### config.mk
export PLATFORM = sky130hd
export DESIGN_NAME = transport_ctrl_mslot_flat
export DESIGN_NICKNAME = d
export VERILOG_FILES = /design/src/rtl/transport_ctrl_mslot_pkg.sv /design/src/rtl/transport_ctrl_mslot_if.sv /design/src/rtl/transport_ctrl_mslot_speed_step_gen.sv /design/src/rtl/transport_ctrl_mslot.sv /design/src/flat_wrapper.sv
export SDC_FILE = /design/constraint.sdc
export NUM_CORES = 1
export LEC_CHECK = 0
export CORE_MARGIN = 2
export CORE_UTILIZATION = 38
export CTS_CLUSTER_DIAMETER = 50
export CTS_CLUSTER_SIZE = 12
export DETAILED_ROUTE_END_ITERATION = 7
export GPL_TIMING_DRIVEN = 0
export PLACE_DENSITY_LB_ADDON = 0.25
export SLEW_MARGIN = 20
export SYNTH_ARGS = -nofsm -noshare
export SYNTH_HDL_FRONTEND = slang
export SYNTH_SLANG_ARGS = --single-unit
### constraint.sdc
create_clock -name clk -period 5.52 [get_ports clk]
set_clock_uncertainty 0.05 [all_clocks]
set_input_delay 1.104 -clock clk [delete_from_list [all_inputs] [get_ports clk]]
set_output_delay 1.104 -clock clk [all_outputs]
set_load 0.03 [all_outputs]
### src/rtl/transport_ctrl_mslot_pkg.sv
// ============================================================================
// Module : transport_pkg  (transport_ctrl_mslot shared types and helpers)
// Rev    : 1.0
// ============================================================================
`default_nettype none
package transport_pkg;

    typedef enum logic [2:0] {
        P_STOP  = 3'b000,
        P_RUN   = 3'b010,
        P_PAUSE = 3'b011,
        R_STOP  = 3'b100,
        INIT    = 3'b101,
        R_RUN   = 3'b110,
        R_PAUSE = 3'b111
    } state_t;

    typedef struct packed {
        logic       slow;
        logic [3:0] mag;
    } speed_t;

    localparam speed_t c_SPEED_1X = '{slow: 1'b0, mag: 4'd1};

    // Playback states are the ones with bit 2 clear.
    function automatic logic is_play(input state_t s);
        return !s[2];
    endfunction

    function automatic speed_t next_speed(input speed_t cur, input logic fast,
                                          input logic slow, input logic [3:0] max);
        speed_t nxt;
        nxt = cur;
        if (fast && !slow) begin
            if (!cur.slow)
                nxt.mag = (cur.mag >= max) ? max : cur.mag + 4'd1;
            else if (cur.mag <= 4'd2)
                nxt = c_SPEED_1X;
            else
                nxt.mag = cur.mag - 4'd1;
        end else if (slow && !fast) begin
            if (cur.slow || cur.mag == 4'd1) begin
                nxt.slow = 1'b1;
                nxt.mag  = (cur.mag >= max) ? max : cur.mag + 4'd1;
            end else if (cur.mag <= 4'd2) begin
                nxt = c_SPEED_1X;
            end else begin
                nxt.mag = cur.mag - 4'd1;
            end
        end
        return nxt;
    endfunction

endpackage
`default_nettype wire

### src/rtl/transport_ctrl_mslot_if.sv
// ============================================================================
// Module : transport_ctrl_mslot_if  (key/I2S/SRAM-side bundle of the controller)
// Rev    : 1.0
// ============================================================================
`default_nettype none
interface transport_ctrl_mslot_if
    import transport_pkg::*;
#(
    parameter int ADDR_W  = 20,
    parameter int N_SLOTS = 4
);
    localparam int c_SLOT_W = $clog2(N_SLOTS);

    logic                       init_done;
    logic                       key_play;
    logic                       key_stop;
    logic                       key_fast;
    logic                       key_slow;
    logic                       mode;
    logic [c_SLOT_W-1:0]        slot_sel;
    logic                       rec_valid;
    logic                       play_adv;
    state_t                     state;
    logic [c_SLOT_W-1:0]        cur_slot;
    logic                       speed_slow;
    logic [3:0]                 speed_mag;
    logic                       rec_grant;
    logic [ADDR_W-1:0]          rec_addr;
    logic [ADDR_W-1:0]          play_addr;
    logic [ADDR_W-c_SLOT_W:0]   slot_len;

    modport slave (
        input  init_done, key_play, key_stop, key_fast, key_slow, mode,
               slot_sel, rec_valid, play_adv,
        output state, cur_slot, speed_slow, speed_mag, rec_grant,
               rec_addr, play_addr, slot_len
    );

    modport master (
        output init_done, key_play, key_stop, key_fast, key_slow, mode,
               slot_sel, rec_valid, play_adv,
        input  state, cur_slot, speed_slow, speed_mag, rec_grant,
               rec_addr, play_addr, slot_len
    );
endinterface
`default_nettype wire

### src/rtl/transport_ctrl_mslot_speed_step_gen.sv
// ============================================================================
// Module : speed_step_gen  (per-play_adv offset step with slow-down divider)
// Rev    : 1.0
// ============================================================================
`default_nettype none
module speed_step_gen
    import transport_pkg::*;
(
    input  wire         i_clk,
    input  wire         i_rst,
    input  wire         i_clear,
    input  wire         i_adv,
    input  wire speed_t i_speed,
    output logic [3:0]  o_step
);
    logic [3:0] r_div;
    logic       w_hit;

    // >= rather than == so a speed change mid-count cannot strand the divider.
    assign w_hit = (r_div >= i_speed.mag - 4'd1);

    always_comb begin
        o_step = 4'd0;
        if (i_adv)
            o_step = i_speed.slow ? {3'd0, w_hit} : i_speed.mag;
    end

    always_ff @(posedge i_clk) begin
        if (i_rst || i_clear)
            r_div <= 4'd0;
        else if (i_adv)
            r_div <= (!i_speed.slow || w_hit) ? 4'd0 : r_div + 4'd1;
    end
endmodule
`default_nettype wire

### src/rtl/transport_ctrl_mslot.sv
// ============================================================================
// Module : transport_ctrl_mslot  (multi-slot play/record transport, speed, SRAM addressing)
// Option : LOOP_PLAY_EN wraps playback at slot end instead of stopping.   Rev : 1.0
// ============================================================================
`default_nettype none
module transport_ctrl_mslot
    import transport_pkg::*;
#(
    parameter int ADDR_W     = 20,
    parameter int N_SLOTS    = 4,
    parameter int MAX_FACTOR = 8
) (
    input  wire                    clk,
    input  wire                    rst,
    transport_ctrl_mslot_if.slave  bus
);
    localparam int         c_SLOT_W = $clog2(N_SLOTS);
    localparam int         c_OFF_W  = ADDR_W - c_SLOT_W;
    localparam int         c_LEN_W  = c_OFF_W + 1;
    localparam int         c_SUM_W  = c_OFF_W + 5;
    localparam logic [3:0] c_MAX    = 4'(MAX_FACTOR);

    state_t              r_state;
    logic                r_mode;
    logic [c_SLOT_W-1:0] r_slot;
    speed_t              r_speed;
    logic [c_OFF_W-1:0]  r_rec_off;
    logic [c_OFF_W-1:0]  r_play_off;
    logic [c_LEN_W-1:0]  r_len [N_SLOTS];

    logic                w_rec_grant;
    logic                w_rec_last;
    logic                w_adv;
    logic                w_play_end;
    logic                w_play_stop;
    logic [c_LEN_W-1:0]  w_cur_len;
    logic [3:0]          w_step;
    logic [c_SUM_W-1:0]  w_play_sum;
    logic [c_OFF_W-1:0]  w_play_next;

    assign w_cur_len   = r_len[r_slot];
    assign w_rec_grant = bus.rec_valid && (r_state == R_RUN);
    assign w_rec_last  = w_rec_grant && (r_rec_off == {c_OFF_W{1'b1}});
    assign w_adv       = bus.play_adv && (r_state == P_RUN);

    speed_step_gen u_step (
        .i_clk   (clk),
        .i_rst   (rst),
        .i_clear (r_state == P_STOP),
        .i_adv   (w_adv),
        .i_speed (r_speed),
        .o_step  (w_step)
    );

    assign w_play_sum = c_SUM_W'(r_play_off) + c_SUM_W'(w_step);
    assign w_play_end = w_adv && (w_play_sum >= c_SUM_W'(w_cur_len));
`ifdef LOOP_PLAY_EN
    assign w_play_stop = 1'b0;
    assign w_play_next = w_play_end ? c_OFF_W'(w_play_sum - c_SUM_W'(w_cur_len))
                                    : c_OFF_W'(w_play_sum);
`else
    assign w_play_stop = w_play_end;
    assign w_play_next = w_play_end ? '0 : c_OFF_W'(w_play_sum);
`endif

    always_ff @(posedge clk) begin
        if (rst) begin
            r_state    <= INIT;
            r_mode     <= 1'b1;
            r_slot     <= '0;
            r_speed    <= c_SPEED_1X;
            r_rec_off  <= '0;
            r_play_off <= '0;
            for (int i = 0; i < N_SLOTS; i++)
                r_len[i] <= '0;
        end else begin
            r_mode  <= bus.mode;
            r_speed <= is_play(r_state) ? next_speed(r_speed, bus.key_fast, bus.key_slow, c_MAX)
                                        : c_SPEED_1X;

            if (r_state == P_STOP || r_state == R_STOP)
                r_slot <= bus.slot_sel;

            // Record offset only survives inside an active take (RUN/PAUSE).
            if (r_state == R_RUN || r_state == R_PAUSE) begin
                if (w_rec_grant) begin
                    r_rec_off     <= r_rec_off + 1'b1;
                    r_len[r_slot] <= c_LEN_W'(r_rec_off) + 1'b1;
                end
            end else begin
                r_rec_off <= '0;
            end

            case (r_state)
                INIT: if (bus.init_done) r_state <= r_mode ? R_STOP : P_STOP;
                P_STOP: begin
                    r_play_off <= '0;
                    if (r_mode)
                        r_state <= R_STOP;
                    else if (bus.key_play && w_cur_len != '0)
                        r_state <= P_RUN;
                end
                P_RUN: begin
                    if (w_adv)
                        r_play_off <= w_play_next;
                    if (bus.key_stop) begin
                        r_state    <= P_STOP;
                        r_play_off <= '0;
                    end else if (w_play_stop) begin
                        r_state <= P_STOP;
                    end else if (bus.key_play) begin
                        r_state <= P_PAUSE;
                    end
                end
                P_PAUSE: begin
                    if (r_mode) begin
                        r_state <= R_STOP;
                    end else if (bus.key_stop) begin
                        r_state    <= P_STOP;
                        r_play_off <= '0;
                    end else if (bus.key_play) begin
                        r_state <= P_RUN;
                    end
                end
                R_STOP: begin
                    if (!r_mode) begin
                        r_state    <= P_STOP;
                        r_play_off <= '0;
                    end else if (bus.key_play) begin
                        r_state <= R_RUN;
                    end
                end
                R_RUN: begin
                    if (w_rec_last || bus.key_stop)
                        r_state <= R_STOP;
                    else if (bus.key_play)
                        r_state <= R_PAUSE;
                end
                R_PAUSE: begin
                    if (!r_mode) begin
                        r_state    <= P_STOP;
                        r_play_off <= '0;
                    end else if (bus.key_stop) begin
                        r_state <= R_STOP;
                    end else if (bus.key_play) begin
                        r_state <= R_RUN;
                    end
                end
                default: r_state <= INIT;
            endcase
        end
    end

    assign bus.state      = r_state;
    assign bus.cur_slot   = r_slot;
    assign bus.speed_slow = r_speed.slow;
    assign bus.speed_mag  = r_speed.mag;
    assign bus.rec_grant  = w_rec_grant;
    assign bus.rec_addr   = {r_slot, r_rec_off};
    assign bus.play_addr  = {r_slot, r_play_off};
    assign bus.slot_len   = w_cur_len;
endmodule
`default_nettype wire
### src/flat_wrapper.sv
// flat-port wrapper written by rule: the top's interface ports become plain ports
module transport_ctrl_mslot_flat import transport_pkg::*;
#(
    parameter int ADDR_W     = 20,
    parameter int N_SLOTS    = 4,
    parameter int MAX_FACTOR = 8
)
  (clk, rst, bus_init_done, bus_key_play, bus_key_stop, bus_key_fast, bus_key_slow, bus_mode, bus_slot_sel, bus_rec_valid, bus_play_adv, bus_state, bus_cur_slot, bus_speed_slow, bus_speed_mag, bus_rec_grant, bus_rec_addr, bus_play_addr, bus_slot_len);
  transport_ctrl_mslot_if #(.ADDR_W(ADDR_W), .N_SLOTS(N_SLOTS)) bus_i ();
  input  wire clk;
  input  wire rst;
  input wire logic [$bits(bus_i.init_done)-1:0] bus_init_done;
  input wire logic [$bits(bus_i.key_play)-1:0] bus_key_play;
  input wire logic [$bits(bus_i.key_stop)-1:0] bus_key_stop;
  input wire logic [$bits(bus_i.key_fast)-1:0] bus_key_fast;
  input wire logic [$bits(bus_i.key_slow)-1:0] bus_key_slow;
  input wire logic [$bits(bus_i.mode)-1:0] bus_mode;
  input wire logic [$bits(bus_i.slot_sel)-1:0] bus_slot_sel;
  input wire logic [$bits(bus_i.rec_valid)-1:0] bus_rec_valid;
  input wire logic [$bits(bus_i.play_adv)-1:0] bus_play_adv;
  output wire logic [$bits(bus_i.state)-1:0] bus_state;
  output wire logic [$bits(bus_i.cur_slot)-1:0] bus_cur_slot;
  output wire logic [$bits(bus_i.speed_slow)-1:0] bus_speed_slow;
  output wire logic [$bits(bus_i.speed_mag)-1:0] bus_speed_mag;
  output wire logic [$bits(bus_i.rec_grant)-1:0] bus_rec_grant;
  output wire logic [$bits(bus_i.rec_addr)-1:0] bus_rec_addr;
  output wire logic [$bits(bus_i.play_addr)-1:0] bus_play_addr;
  output wire logic [$bits(bus_i.slot_len)-1:0] bus_slot_len;
  assign bus_i.init_done = bus_init_done;
  assign bus_i.key_play = bus_key_play;
  assign bus_i.key_stop = bus_key_stop;
  assign bus_i.key_fast = bus_key_fast;
  assign bus_i.key_slow = bus_key_slow;
  assign bus_i.mode = bus_mode;
  assign bus_i.slot_sel = bus_slot_sel;
  assign bus_i.rec_valid = bus_rec_valid;
  assign bus_i.play_adv = bus_play_adv;
  assign bus_state = bus_i.state;
  assign bus_cur_slot = bus_i.cur_slot;
  assign bus_speed_slow = bus_i.speed_slow;
  assign bus_speed_mag = bus_i.speed_mag;
  assign bus_rec_grant = bus_i.rec_grant;
  assign bus_rec_addr = bus_i.rec_addr;
  assign bus_play_addr = bus_i.play_addr;
  assign bus_slot_len = bus_i.slot_len;
  transport_ctrl_mslot #(.ADDR_W(ADDR_W), .N_SLOTS(N_SLOTS), .MAX_FACTOR(MAX_FACTOR)) u_core (.clk(clk), .rst(rst), .bus(bus_i));
endmodule
[Word-level counts from Yosys, hierarchy flattened]
Memories as Yosys holds them, arrays and structs flattened. A register that Yosys moved wholly into a read port is not among the register bits.
Index checks and enable logic that the tools add are counted.
Operators by class
  equality and inequality tests: 17
  $lt $le $gt $ge: 4
  reductions and logical operators: 28
  $add $sub $neg: 6
  bitwise logic cells: 1
  muxes and demuxes: 47
Operators with widths (number)
  $mux 18: 6
  $pmux 18 s4: 1
  $mux 3: 16
  $mux 4: 6
  $ge 23x19->1: 1
  $pmux 3 s7: 1
  $add 18x1->19 const B: 1
  $add 18x4->19: 1
  $mux 19: 1
  $reduce_bool 19->1: 1
  $reduce_or 19->1: 1
  $add 18x1->18 const B: 1
  $eq 18x18->1 const B: 1
  $mux 5: 3
  $eq 3x3->1 const B: 4
  $mux 1: 10
  $reduce_and 5->1: 2
  $add 4x1->4 const B: 2
  $ne 2x2->1 const B: 4
  $ne 4x3->1 const B: 2
  $logic_and 1x1->1: 7
  $eq 3x2->1 const B: 2
  $logic_or 1x1->1: 6
  $mux 2: 3
  other kinds (16): 20
Word-level totals
  memory bits (writable): 76
  output and inout bits: 70
  bits in registers: 51
  memories kept: 1
  word-level logic and storage cells: 112
Memory list
  u_core.r_len: words 4, width 19, read ports 1, clocked after Yosys merged registers in 1, write ports 4, line transport_ctrl_mslot.sv:29  | logic [c_LEN_W-1:0] r_len [N_SLOTS];

[Longest topological paths before layout]
  depth after elaboration: 11
  mapped depth: 25
  mapped depth without buffers: 24

[Cells and area by module]
From an unflattened synthesis, not the netlist that was laid out.
Unflattened totals
  cells, all modules: 718
  area total of the unflattened synthesis: 7156.9 um^2
Modules (own cells, without submodules)
  transport_ctrl_mslot: cells an instance 673, instances 1, sequential area each 3263.1 um^2, area an instance 6756.5 um^2
  speed_step_gen: cells an instance 45, instances 1, sequential area each 80.1 um^2, area an instance 400.4 um^2

[Least setup slack after synthesis]
No wires, ideal clock.
  path type: input to register
  start point: input bus_play_adv
  end point: register u_core.r_play_off[17]
  buffers on the path: 0
  stages on the path: 20
  setup time: 0.070 ns
  path slack: 0.195 ns
  arrival time: 5.205 ns
  cell sequence: or2b_2 > or2_2 > a31oi_1 > o21a_1 > ha_1 > inv_1 > fa_1 > nor2b_1 > o21ai_0 > a211oi_1 > and3_1 > xor2_1 > ha_1 > a21o_1 > a21o_1 > a21oi_1 > nor2_1 > or2_4 > or4_1 > a21oi_1
Between the ends
  word-level cells in the longest chain between the ends: 9
  elaborated cells between the ends (all ways): 11
  classes of those cells: add/sub: 1; order compare: 1; eq/ne: 1; mux: 5; reduce/logical: 3
Ends and longest elaborated chain
  from (decl): line flat_wrapper.sv:20  | input wire logic [$bits(bus_i.play_adv)-1:0] bus_play_adv;
  $logic_and 1x1->1 *: line transport_ctrl_mslot.sv:44  | assign w_adv = bus.play_adv && (r_state == P_RUN);
  $mux 4: line transport_ctrl_mslot_speed_step_gen.sv:24  | if (i_adv)
  $add 18x4->19: line transport_ctrl_mslot.sv:55  | assign w_play_sum = c_SUM_W'(r_play_off) + c_SUM_W'(w_step);
  $ge 23x19->1: line transport_ctrl_mslot.sv:56  | assign w_play_end = w_adv && (w_play_sum >= c_SUM_W'(w_cur_len));
  $logic_and 1x1->1: line transport_ctrl_mslot.sv:56
  $mux 18: line transport_ctrl_mslot.sv:63  | assign w_play_next = w_play_end ? '0 : c_OFF_W'(w_play_sum);
  $mux 18: line transport_ctrl_mslot.sv:104  | if (w_adv)
  $mux 18: line transport_ctrl_mslot.sv:106  | if (bus.key_stop) begin
  $pmux 18 s4: line transport_ctrl_mslot.sv:94  | case (r_state)
  to (signal assigned): line transport_ctrl_mslot.sv:105  | r_play_off <= w_play_next;
  to (decl): line transport_ctrl_mslot.sv:28  | logic [c_OFF_W-1:0] r_play_off;
Mark *: on every way between the ends. The rest lies on a longest branch, timed or not. The select of a mux whose other input is x is not followed.
A chain may end at the register's enable or synchronous reset.

[Worst setup path after layout]
  start point: register u_core.r_speed, in the netlist u_core.bus.speed_mag[0]
  end point: register u_core.r_play_off[15]
Between the ends
  word-level cells in the longest chain between the ends: 11
Ends and longest elaborated chain
  from (decl): line transport_ctrl_mslot.sv:26  | speed_t r_speed;
  from (signal assigned): line transport_ctrl_mslot.sv:71  | r_speed <= c_SPEED_1X;
  from (signal assigned): line transport_ctrl_mslot.sv:78  | r_speed <= is_play(r_state) ? next_speed(r_speed, bus.key_fast, bus.key_slow, c_MAX)
  $sub 4x1->4: line transport_ctrl_mslot_speed_step_gen.sv:20  | assign w_hit = (r_div >= i_speed.mag - 4'd1);
  $ge 4x4->1: line transport_ctrl_mslot_speed_step_gen.sv:20
  $mux 4 *: line transport_ctrl_mslot_speed_step_gen.sv:25  | o_step = i_speed.slow ? {3'd0, w_hit} : i_speed.mag;
  $mux 4 *: line transport_ctrl_mslot_speed_step_gen.sv:24
  $add 18x4->19 *: line transport_ctrl_mslot.sv:55
  $ge 23x19->1: line transport_ctrl_mslot.sv:56
  $logic_and 1x1->1: line transport_ctrl_mslot.sv:56
  $mux 18 *: line transport_ctrl_mslot.sv:63
  $mux 18 *: line transport_ctrl_mslot.sv:104
  $mux 18 *: line transport_ctrl_mslot.sv:106
  $pmux 18 s4 *: line transport_ctrl_mslot.sv:94
Marks and branches as above.

==> flow_summary_export.csv <==
group,metric,value,unit
yosys,yosys_warnings,0,
grt,grt_max_degree,20,
yosys,synth_cell_types,67,
timing,finalSetupTns,0,ns
yosys,async_flop_share,0,%
yosys,syn_area,7187,um2
floorplanning,initial_core_util,38.55,%
timing,final.period_utilization,95.34,%
drt,avgRoutedWirePerCell,17.00,um
yosys,synth_top_area_share,31.75,%
critical_path,arrival,5.56,ns
yosys,netlist_instances,706,
drt,drt_iter0_markers,350,
cells_and_area,most-common-layout-cells,"nor2_1 (102), clkdlybuf4s50_1 (80), edfxtp_1 (76), dfxtp_1 (51), inv_1 (46)",
yosys,synthFlopType,"edfxtp_1",
clock_tree,clk_pin_slew,0.06,ns
cells_and_area,drive_above_1_share,12.53,%
yosys,syn_nets,753,
critical_path,crit_required,5.81,ns
yosys,syn_avg_cell_area,10.18,um2
floorplanning,dieArea,20030,um2
drt,wl_met2,8.496,mm
clock_tree,cts_tree,"built",
drt,viasPerCell,5.164,
clock_tree,worstSkewPairLatency,0.42,ns
drt,drc,0,
floorplanning,core_area,18640,um2
cells_and_area,final_area,9014,um2
drt,met1_length,8.330,mm
yosys,synth-edff-count,76,
power_and_ir_drop,powerDensity,275.8,nW/um2
grt,antenna_found_initial,1,
timing,hold-worst-slack,0.4357,ns
placed_design,dpl.hpwl,12.64,mm
clock_tree,htreeDepth,4,
cells_and_area,nNetsFinal,856,
cells_and_area,ff_latch_area,3346,um2
floorplanning,die_y,141.5,um
yosys,synthTopCellsByArea,"edfxtp_1 (32%), dfxtp_1 (15%), ha_1 (5.9%)",
yosys,yosys.area.top_type,"edfxtp_1",
critical_path,crit_fanout,9,
run,cap_violations,0,
cells_and_area,multiInputGateArea,3567,um2
cells_and_area,num_antenna_cells,0,
floorplanning,ioPinCount,82,
clock_tree,numCtsBuffers,17,
clock_tree,cts_sinks,129,
min_path,hold_path_class,"reg2reg",
drt,vias,5453,
cells_and_area,mostFrequentLayoutCell,"nor2_1",
critical_path,crit_type,"reg2reg",
drt,wl_met3,920,um
outcome,outcome,"finished clean",
critical_path,end_kind,"flip-flop",
placed_design,place_area,8290,um2
cells_and_area,fillers,1759,
drt,drtPass1Iterations,5,
critical_path,critPathLaunchType,"flip-flop",
drt,ant_nets,0,
timing,finalHoldViolCount,0,
timing,relSlewSlack,58.88,%
floorplanning,fp-row-count,50,
grt,grt_pass1_wl,28.59,mm
placed_design,place_congestion,0.7790,
power_and_ir_drop,peakVddDrop,220.0,uV
clock_tree,cts_root_buf,"clkbuf_16",
grt,gr-total-overflow,0,
timing,final-setup-viol-count,0,
clock_tree,hold_buffers,0,
timing,period_minus_slack,5.263,ns
timing,fmax,190.0,MHz
power_and_ir_drop,power.leakage,3.382,nW
timing,worst_slew_pin_slew,0.6083,ns
floorplanning,die-width,141.5,um
yosys,ys_ff_latch,129,
yosys,yosysSeqAreaShare,46.52,%
grt,first_global_vias,5248,
timing,finalMaxSlewViolations,0,
drt,wl,17.95,mm
drt,highest_layer,"met4",
placed_design,io_buffers,81,
clock_tree,cts_buffer_depth,2,
cells_and_area,area_delta_synth_final,25.42,%
grt,grtUsageTotal,18.56,%
==> per-stage QoR <==
stage / setup WS [ns] / total power [W] / utilization [%] / cells
3_3_place_gp: -1.071 / 0.001427 / 44.47 / 1021
3_5_place_dp: -1.074 / 0.001429 / 44.47 / 1021
2_1_floorplan: 0.1947 / 0.001297 / - / 706
6_report: 0.2574 / 0.002486 / 48.35 / 1056
4_1_cts: 0.01026 / 0.002504 / 47.79 / 1054
5_1_grt: -0.004917 / 0.002573 / 48.35 / 1056
==> cell families (layout without fill, tap and decap cells) <==
logic type,Yosys count,in the layout,synth area share (%)
muxes,19,19,6.738
xor gates and xnor gates,49,49,5.972
adders and majority gates,35,35,6.198
AOI/OAI and AO/OA,110,110,9.175
and+or+nand+nor,279,279,19.76
DFF,129,129,46.52
buffers and inverters,85,201,5.641
==> layer usage <==
layer | vias up | GRT usage, %
met4 | 0 | 4.632
met2 | 132 | 30.12
li1 | 2721 | -
met5 | - | 0
met3 | 17 | 4.252
met1 | 2583 | 25.29
==> worst paths after layout <==
check	to	slack [ns]	depth (start not counted)	start
setup / recovery	u_core.r_play_off[15]	0.26	24	u_core.bus.speed_mag[0]
hold / removal	u_core.r_play_off[3]	0.44	2	u_core.r_play_off[3]
setup reg to reg	u_core.r_play_off[15]	0.26	24	u_core.bus.speed_mag[0]
hold reg to reg	u_core.r_play_off[3]	0.44	2	u_core.r_play_off[3]
==> flip-flops by register name, summed over array words and instances, names as in the netlist, named ones only <==
name / flops
u_core.bus.cur_slot: 2
u_core.bus.speed_mag: 4
u_core.bus.speed_slow: 1
u_core.bus.state: 3
u_core.r_len: 76
u_core.r_mode: 1
u_core.r_play_off: 18
u_core.r_rec_off: 18
u_core.u_step.r_div: 4
==> report_power, final <==
part           switching [W]  leakage (nW)  total, W  internal [W]
clock               0.000451         0.273   0.00108      0.000627
sequential         0.0000161          1.22   0.00106       0.00104
combinational       0.000210          1.89  0.000350      0.000140
total               0.000677          3.38   0.00249       0.00181
==> critical path, stage by stage, from the launching register on <==
cell	delay (ns)
dfxtp_2	0.42
inv_1	0.11
ha_1	0.35
ha_1	0.29
a21oi_1	0.05
nor2b_1	0.10
o21ai_0	0.13
a31oi_4	0.22
o21a_1	0.15
ha_2	0.17
inv_1	0.06
fa_2	0.42
nor2b_4	0.15
o21ai_4	0.09
a211oi_4	0.33
and3_4	0.26
xor2_4	0.18
ha_1	0.26
a21o_1	0.16
a21o_1	0.18
a21oi_2	0.17
nor2_4	0.07
or2_4	0.28
or4_1	0.40
a21oi_1	0.15
==> synth_stat cells, types with 2 or more instances <==
cell type / number
buf_4: 7
o211ai_1: 2
xor2_1: 21
a21o_1: 6
or3_1: 8
or2_1: 2
xnor2_1: 28
nor4_2: 2
o21ai_0: 30
clkbuf_8: 2
nor4_1: 3
a211oi_1: 10
nand2_1: 43
ha_1: 34
and2_1: 3
mux4_2: 4
mux4_1: 15
nor3_1: 24
nor2_1: 104
clkbuf_1: 18
nand4_1: 7
inv_1: 46
or2_2: 13
o21a_1: 3
and3_1: 9
buf_6: 2
or4_1: 2
nor2b_1: 5
nand3b_1: 6
buf_1: 3
nand3_1: 19
edfxtp_1: 76
a22oi_1: 4
a21oi_1: 43
a211o_1: 2
or3b_2: 2
nor3b_1: 6
nand2b_1: 9
buf_2: 3
dfxtp_1: 53
==> repair_timing <==
action | CTS | global route
setup endpoints to repair | 20 | 20
pin swaps | 3 | 4
setup buffers | 1 | 2
gates resized for setup | 13 | 21
gates cloned | 0 | 0
==> area by class of cell <==
type | count | share of cell area, %
flip-flops and latches | 129 | 37.12
clock inverters | 14 | 1.471
repair buffers | 84 | 9.273
inverters | 48 | 1.999
multi-input cells | 492 | 39.58
plain buffers | 37 | 2.554
clock buffers | 18 | 4.761
well taps | 234 | 3.248
Power figures use the tool's default switching activity.
